===== config.mk =====
export PLATFORM = sky130hd
export DESIGN_NAME = eth_vlg_rx_demux
export DESIGN_NICKNAME = d
export VERILOG_FILES = /design/src/rtl/eth_vlg_pkg.sv /design/src/rtl/eth_vlg_sat_cnt.sv /design/src/rtl/eth_vlg_rx_demux.sv
export SDC_FILE = /design/constraint.sdc
export NUM_CORES = 1
export LEC_CHECK = 0
export ABC_AREA = 1
export CAP_MARGIN = 20
export CORE_MARGIN = 2
export CORE_UTILIZATION = 47
export CTS_BUF_LIST = sky130_fd_sc_hd__clkbuf_8
export DETAILED_ROUTE_END_ITERATION = 7
export GPL_TIMING_DRIVEN = 1
export PLACE_DENSITY = 0.82
export SLEW_MARGIN = 0
export SYNTH_ARGS = -nofsm -noshare
export SYNTH_HDL_FRONTEND = slang
export SYNTH_SLANG_ARGS = --single-unit

===== constraint.sdc =====
create_clock -name clk -period 4.1 [get_ports clk]
set_input_delay 0.82 -clock clk [delete_from_list [all_inputs] [get_ports clk]]
set_output_delay 0.82 -clock clk [all_outputs]
set_load 0.02 [all_outputs]

===== src/rtl/eth_vlg_pkg.sv =====
// Shared Ethernet receive-path definitions.
//   - EtherType constants for ARP and IPv4
//   - mac_addr_t: packed 48-bit MAC address
//   - MAC_BCAST: broadcast destination address
//   - rx_demux_state_t: receive demultiplexer FSM states
package eth_vlg_pkg;

  localparam logic [15:0] ETHERTYPE_ARP  = 16'h0806;
  localparam logic [15:0] ETHERTYPE_IPV4 = 16'h0800;

  typedef logic [47:0] mac_addr_t;

  localparam mac_addr_t MAC_BCAST = 48'hFFFF_FFFF_FFFF;

  localparam int unsigned RX_LEN_W = 14;
  localparam int unsigned RX_CNT_W = 16;

  typedef enum logic [1:0] {
    IDLE,
    FWD,
    DROP
  } rx_demux_state_t;

endpackage


===== src/rtl/eth_vlg_sat_cnt.sv =====
// 16-bit saturating event counter.
//   i_clk    clock
//   i_rst_n  asynchronous active-low reset, clears the count
//   i_inc    amount to add this cycle (0, 1 or 2)
//   o_cnt    registered count, sticks at all-ones
module eth_vlg_sat_cnt
  import eth_vlg_pkg::*;
(
  input  logic                i_clk,
  input  logic                i_rst_n,
  input  logic [1:0]          i_inc,
  output logic [RX_CNT_W-1:0] o_cnt
);

  logic [RX_CNT_W-1:0] r_cnt;
  logic [RX_CNT_W:0]   w_sum;

  // One extra bit catches the carry out, which means the count would wrap.
  assign w_sum = {1'b0, r_cnt} + {{(RX_CNT_W - 1){1'b0}}, i_inc};

  always_ff @(posedge i_clk or negedge i_rst_n) begin
    if (!i_rst_n) begin
      r_cnt <= '0;
    end else if (w_sum[RX_CNT_W]) begin
      r_cnt <= '1;
    end else begin
      r_cnt <= w_sum[RX_CNT_W-1:0];
    end
  end

  assign o_cnt = r_cnt;

endmodule


===== src/rtl/eth_vlg_rx_demux.sv =====
// Receive frame dispatcher: filters on destination MAC, routes by EtherType to one of N
// consumer ports with one cycle of latency, and drops unknown, misaddressed, errored and
// oversized frames while keeping saturating forward/drop counters.
//   clk, rst                    clock, asynchronous active-low reset
//   dev_mac                     local MAC address, compared on every sof beat
//   in_dat/val/sof/eof/err      MAC receive byte stream (no backpressure)
//   in_dst, in_ethertype        header fields, valid on the sof beat
//   out_dat/sof/eof/err         shared registered byte and flags
//   out_val                     per-port valid, at most one bit set
//   cnt_fwd, cnt_drop           saturating frame counters
module eth_vlg_rx_demux
  import eth_vlg_pkg::*;
#(
  parameter int unsigned         N          = 2,
  parameter logic [0:N-1][15:0]  ETHERTYPES = {ETHERTYPE_ARP, ETHERTYPE_IPV4},
  parameter int unsigned         MAX_LEN    = 1500
) (
  input  logic                clk,
  input  logic                rst,
  input  mac_addr_t           dev_mac,
  input  logic [7:0]          in_dat,
  input  logic                in_val,
  input  logic                in_sof,
  input  logic                in_eof,
  input  logic                in_err,
  input  mac_addr_t           in_dst,
  input  logic [15:0]         in_ethertype,
  output logic [7:0]          out_dat,
  output logic                out_sof,
  output logic                out_eof,
  output logic                out_err,
  output logic [N-1:0]        out_val,
  output logic [RX_CNT_W-1:0] cnt_fwd,
  output logic [RX_CNT_W-1:0] cnt_drop
);

  localparam int unsigned SelW = (N > 1) ? $clog2(N) : 1;
  localparam logic [RX_LEN_W-1:0] MaxLen = RX_LEN_W'(MAX_LEN);

  rx_demux_state_t     r_state, w_state;
  logic [SelW-1:0]     r_sel, w_sel;
  logic [RX_LEN_W-1:0] r_len, w_len;
  logic                r_err_seen, w_err_seen;
  logic [N-1:0]        r_val, w_val;
  logic [7:0]          r_dat, w_dat;
  logic                r_sof, w_sof, r_eof, w_eof, r_err, w_err;
  logic [1:0]          w_inc_fwd, w_inc_drop;

  logic                w_addr_ok, w_hit, w_accept;
  logic [SelW-1:0]     w_hit_idx;
  logic [N-1:0]        w_hit_oh, w_sel_oh;
  logic [RX_LEN_W-1:0] w_len_cur;
  logic                w_end_err;

  assign w_addr_ok = (in_dst == dev_mac) || (in_dst == MAC_BCAST);

  always_comb begin
    w_hit     = 1'b0;
    w_hit_idx = '0;
    for (int k = 0; k < N; k++) begin
      if (in_ethertype == ETHERTYPES[k]) begin
        w_hit     = 1'b1;
        w_hit_idx = SelW'(k);
      end
    end
  end

  always_comb begin
    w_hit_oh = '0;
    w_sel_oh = '0;
    for (int k = 0; k < N; k++) begin
      w_hit_oh[k] = (w_hit_idx == SelW'(k));
      w_sel_oh[k] = (r_sel == SelW'(k));
    end
  end

  assign w_accept  = w_addr_ok & w_hit;
  // r_len counts bytes already forwarded; w_len_cur is the position of this beat.
  assign w_len_cur = r_len + RX_LEN_W'(1);
  assign w_end_err = r_err_seen | in_err;

  always_comb begin
    w_state    = r_state;
    w_sel      = r_sel;
    w_len      = r_len;
    w_err_seen = r_err_seen;
    w_val      = '0;
    w_dat      = r_dat;
    w_sof      = 1'b0;
    w_eof      = 1'b0;
    w_err      = 1'b0;
    w_inc_fwd  = 2'd0;
    w_inc_drop = 2'd0;
    if (in_val) begin
      case (r_state)
        FWD: begin
          if (in_sof) begin
            // Old frame never saw eof: close it with an error terminator, and the new
            // frame is discarded, so both count as drops.
            w_val      = w_sel_oh;
            w_dat      = 8'h00;
            w_eof      = 1'b1;
            w_err      = 1'b1;
            w_inc_drop = 2'd2;
            w_state    = in_eof ? IDLE : DROP;
          end else begin
            w_val      = w_sel_oh;
            w_dat      = in_dat;
            w_len      = w_len_cur;
            w_err_seen = w_end_err;
            if (in_eof) begin
              w_eof   = 1'b1;
              w_err   = w_end_err;
              w_state = IDLE;
              if (w_end_err) w_inc_drop = 2'd1;
              else           w_inc_fwd  = 2'd1;
            end else if (w_len_cur == MaxLen) begin
              w_eof      = 1'b1;
              w_err      = 1'b1;
              w_inc_drop = 2'd1;
              w_state    = DROP;
            end
          end
        end
        default: begin
          // IDLE and DROP take the same decision on a sof beat.
          if (in_sof) begin
            if (w_accept) begin
              w_sel      = w_hit_idx;
              w_len      = RX_LEN_W'(1);
              w_err_seen = in_err;
              w_val      = w_hit_oh;
              w_dat      = in_dat;
              w_sof      = 1'b1;
              if (in_eof) begin
                w_eof   = 1'b1;
                w_err   = in_err;
                w_state = IDLE;
                if (in_err) w_inc_drop = 2'd1;
                else        w_inc_fwd  = 2'd1;
              end else begin
                w_state = FWD;
              end
            end else begin
              w_inc_drop = 2'd1;
              w_state    = in_eof ? IDLE : DROP;
            end
          end else if ((r_state == DROP) && in_eof) begin
            w_state = IDLE;
          end
        end
      endcase
    end
  end

  always_ff @(posedge clk or negedge rst) begin
    if (!rst) begin
      r_state    <= IDLE;
      r_sel      <= '0;
      r_len      <= '0;
      r_err_seen <= 1'b0;
      r_val      <= '0;
      r_dat      <= 8'h00;
      r_sof      <= 1'b0;
      r_eof      <= 1'b0;
      r_err      <= 1'b0;
    end else begin
      r_state    <= w_state;
      r_sel      <= w_sel;
      r_len      <= w_len;
      r_err_seen <= w_err_seen;
      r_val      <= w_val;
      r_dat      <= w_dat;
      r_sof      <= w_sof;
      r_eof      <= w_eof;
      r_err      <= w_err;
    end
  end

  eth_vlg_sat_cnt u_cnt_fwd (
    .i_clk   (clk),
    .i_rst_n (rst),
    .i_inc   (w_inc_fwd),
    .o_cnt   (cnt_fwd)
  );

  eth_vlg_sat_cnt u_cnt_drop (
    .i_clk   (clk),
    .i_rst_n (rst),
    .i_inc   (w_inc_drop),
    .o_cnt   (cnt_drop)
  );

  assign out_val = r_val;
  assign out_dat = r_dat;
  assign out_sof = r_sof;
  assign out_eof = r_eof;
  assign out_err = r_err;

endmodule


==> reports/metrics.yaml <==
outcome:
  status: "complete, no violations"
timing:
  slew_violations: 0
  setup_viol: 0
  holdWs_ps: 496.4
  skew_ps: 12.51
  period_needed_ps: 3866
  fin_crit_sh: 0.9429
  tightest_slew_ps: 862.6
  clock.fmax_mhz: 258.7
  hold_viol_final: 0
  relSlewSlack: 0.4249
clock_network:
  htreeDepth: 3
  clock_path_buffers: 2
  cts_buffers: 9
  cts_sinks: 63
  clk_latency_ps: 350
  cts-root-buf: "clkbuf_8"
  tritoncts: "built"
  postCtsHoldBufs: 0
  clk_pin_slew_ps: 70
critical_path:
  critPathRequiredTime_ps: 4370
  path_class: "input pin to flip-flop"
  worstSetupEndpointType: "flip-flop"
  reg2reg_slack_ps: 320
  critical_path_arrival_ps: 4130
  critPathLaunchType: "input pin"
  crit_end: "u_cnt_drop.o_cnt[11]"
  crit_start: "in_dst[13]"
  rr_worst_depth: 23
  crit_fanout: 6
  r2r_start: "r_len[0]"
  r2r-end: "u_cnt_drop.o_cnt[11]"
cells_and_area:
  design_area_sq_mm: 0.006854
  syn2layout_area_growth_pct: 46.31
  mostFrequentLayoutCell: "nand2_1"
  fin_nets: 996
  layout-drive-gt1-share: 0.09551
  insertedDiodeCount: 0
  final_core_util: 0.7045
  mostFrequentLayoutCells: "220 x nand2_1, 169 x clkdlybuf4s50_1, 88 x inv_1, 64 x nor2_1, 63 x dfrtp_1"
die:
  fp.dieW_um: 103.8
  fp.coreArea_sq_mm: 0.009729
  fp.dieArea_sq_mm: 0.01078
  initial_core_util: 0.4815
  pin_count: 171
  fp.dieH_um: 103.8
  row_count: 36
drt:
  drtIter0Drc: 314
  post_drt_wl_per_cell_um: 15.90
  ant_nets: 0
  wl_um: 15940
  viasPerCell: 5.186
  drt_pass1_iterations: 5
  drc: 0
  via_count: 5196
place:
  io_buffers: 170
  hpwlAfterDp_um: 12740
  gp_congestion: 1.022
  dpl-instance-area_sq_mm: 0.006565
power:
  leakagePower_uw: 0.003215
  p_per_area_mw_per_mm2: 268.9
  ir_drop_mv: 0.2246
grt:
  grt_max_degree: 39
  grt_pass1_vias: 5029
  antenna_found_initial: 0
  overflow: 0
  grt_pass1_wl_um: 25830
  grt_use_total: 0.2995
synthesis:
  ys_warn_count: 0
  ys_seq_elements: 63
  synth.distinct_cells: 43
  seq_area_frac_synth: 0.3365
  syn_nets: 814
  postSynthAreaPerCell_sq_um: 6.869
  async_flop_share: 1.000
  synth_area_sq_mm: 0.004684
  synth_cells: 682
  synth_edf_count: 0
  synth_ff_type: "dfrtp_1"
flow_run:
  drv_cap: 0
hold_path:
  holdPathStages: 2
  worstHoldPathType: "flip-flop to flip-flop"
[cell usage after synthesis, types with 2 or more instances]
master | count | area share
nand2_1 | 220 | 0.18
inv_1 | 88 | 0.071
nor2_1 | 65 | 0.052
dfrtp_1 | 63 | 0.34
nand4_1 | 41 | 0.055
nand3_1 | 36 | 0.038
xnor2_1 | 35 | 0.065
o21ai_0 | 25 | 0.027
a21oi_1 | 10 | 0.011
inv_2 | 8 | 0.0064
nor2_2 | 8 | 0.011
nor3_1 | 8 | 0.0085
o21ai_2 | 8 | 0.015
nand2_2 | 7 | 0.0093
clkbuf_1 | 6 | 0.0048
ha_1 | 5 | 0.013
xor2_1 | 5 | 0.0093
nor4_1 | 4 | 0.0053
o21ai_1 | 4 | 0.0043
or2_2 | 4 | 0.0053
nand3b_1 | 3 | 0.0048
a21boi_0 | 2 | 0.0032
a21o_1 | 2 | 0.0032
buf_6 | 2 | 0.0048
nand2_4 | 2 | 0.0048
nor2_4 | 2 | 0.0048
nor3_2 | 2 | 0.0043
nor4_2 | 2 | 0.0053
[worst min path at each step]
stage | from | end | slack, ps
after floorplan | r_state[0] | r_state[0] | 450
after global placement | r_state[0] | r_state[0] | 460
after detailed placement | out_dat[3] | out_dat[3] | 480
after CTS | out_dat[3] | out_dat[3] | 490
after global routing | out_dat[3] | out_dat[3] | 530
final | out_dat[3] | out_dat[3] | 500
[cell type report]
class / count / area [sq um]
repair buffers: 181 / 1779
fillers: 822 / 2875
well taps: 133 / 166.4
clock inverters: 5 / 103.9
multi-input cells: 513 / 2716
inverters: 96 / 360.3
flip-flops and latches: 63 / 1577
clock buffers: 11 / 151.4
[through the flow]
stage                     setup WS [ps]  total power (uW)  setup TNS [ps]  std cells
after global routing             -38.91              1934          -52.36       1002
after global placement           -10.47              1147          -10.55        985
after detailed placement         -113.9              1156           -1356        985
final                             234.2              1843               0       1002
after floorplan                   846.8             880.9               0        682
after CTS                         163.4              1847               0       1001
[routing by layer]
metal,track usage,wire [um]
met1,0.3946,6817
met2,0.4995,7845
met3,0.06042,886
met4,0.08687,385
met5,0,0
[registers in the layout, summed over array words and instances (netlist names), 2 cells and up]
signal	count
u_cnt_fwd.o_cnt	16
r_len	14
u_cnt_drop.o_cnt	16
r_state	2
out_val	2
out_dat	8
[cell families after synthesis]
family | Yosys count | synth area share
simple gates | 409 | 0.4012
buf+inv | 106 | 0.08921
flops | 63 | 0.3365
compound gates | 57 | 0.07826
xor+xnor | 40 | 0.07479
fa+ha+maj | 6 | 0.01763
mux | 1 | 0.002404
[worst max-delay path: stages]
cell,delay [ps]
clkdlybuf4s50_1,580
inv_1,70
nand2_1,60
nand2_1,50
nand2_1,90
nor2_1,50
nand2_1,50
nor2_1,50
nand3_1,100
nand2_2,80
nand3_1,70
nand2_1,50
a21boi_1,190
ha_1,190
inv_1,50
fa_1,410
nor2_2,170
nand3_2,140
nor3_4,260
nand2_1,140
inv_1,90
nand2_1,120
a21boi_0,160
o21ai_0,90
[power breakdown]
part	internal [uW]	switching (uW)	total [uW]
Sequential	657	46.9	704
Combinational	239	213	452
Clock	437	250	687
Total	1330	510	1840
[timing repair]
action / 4_1_cts / 5_1_grt
endpoints found under the setup margin: 0 / 30
gates resized for setup: 0 / 6
buffers inserted: 0 / 1
No activity file was read; power rests on OpenSTA's default activity.
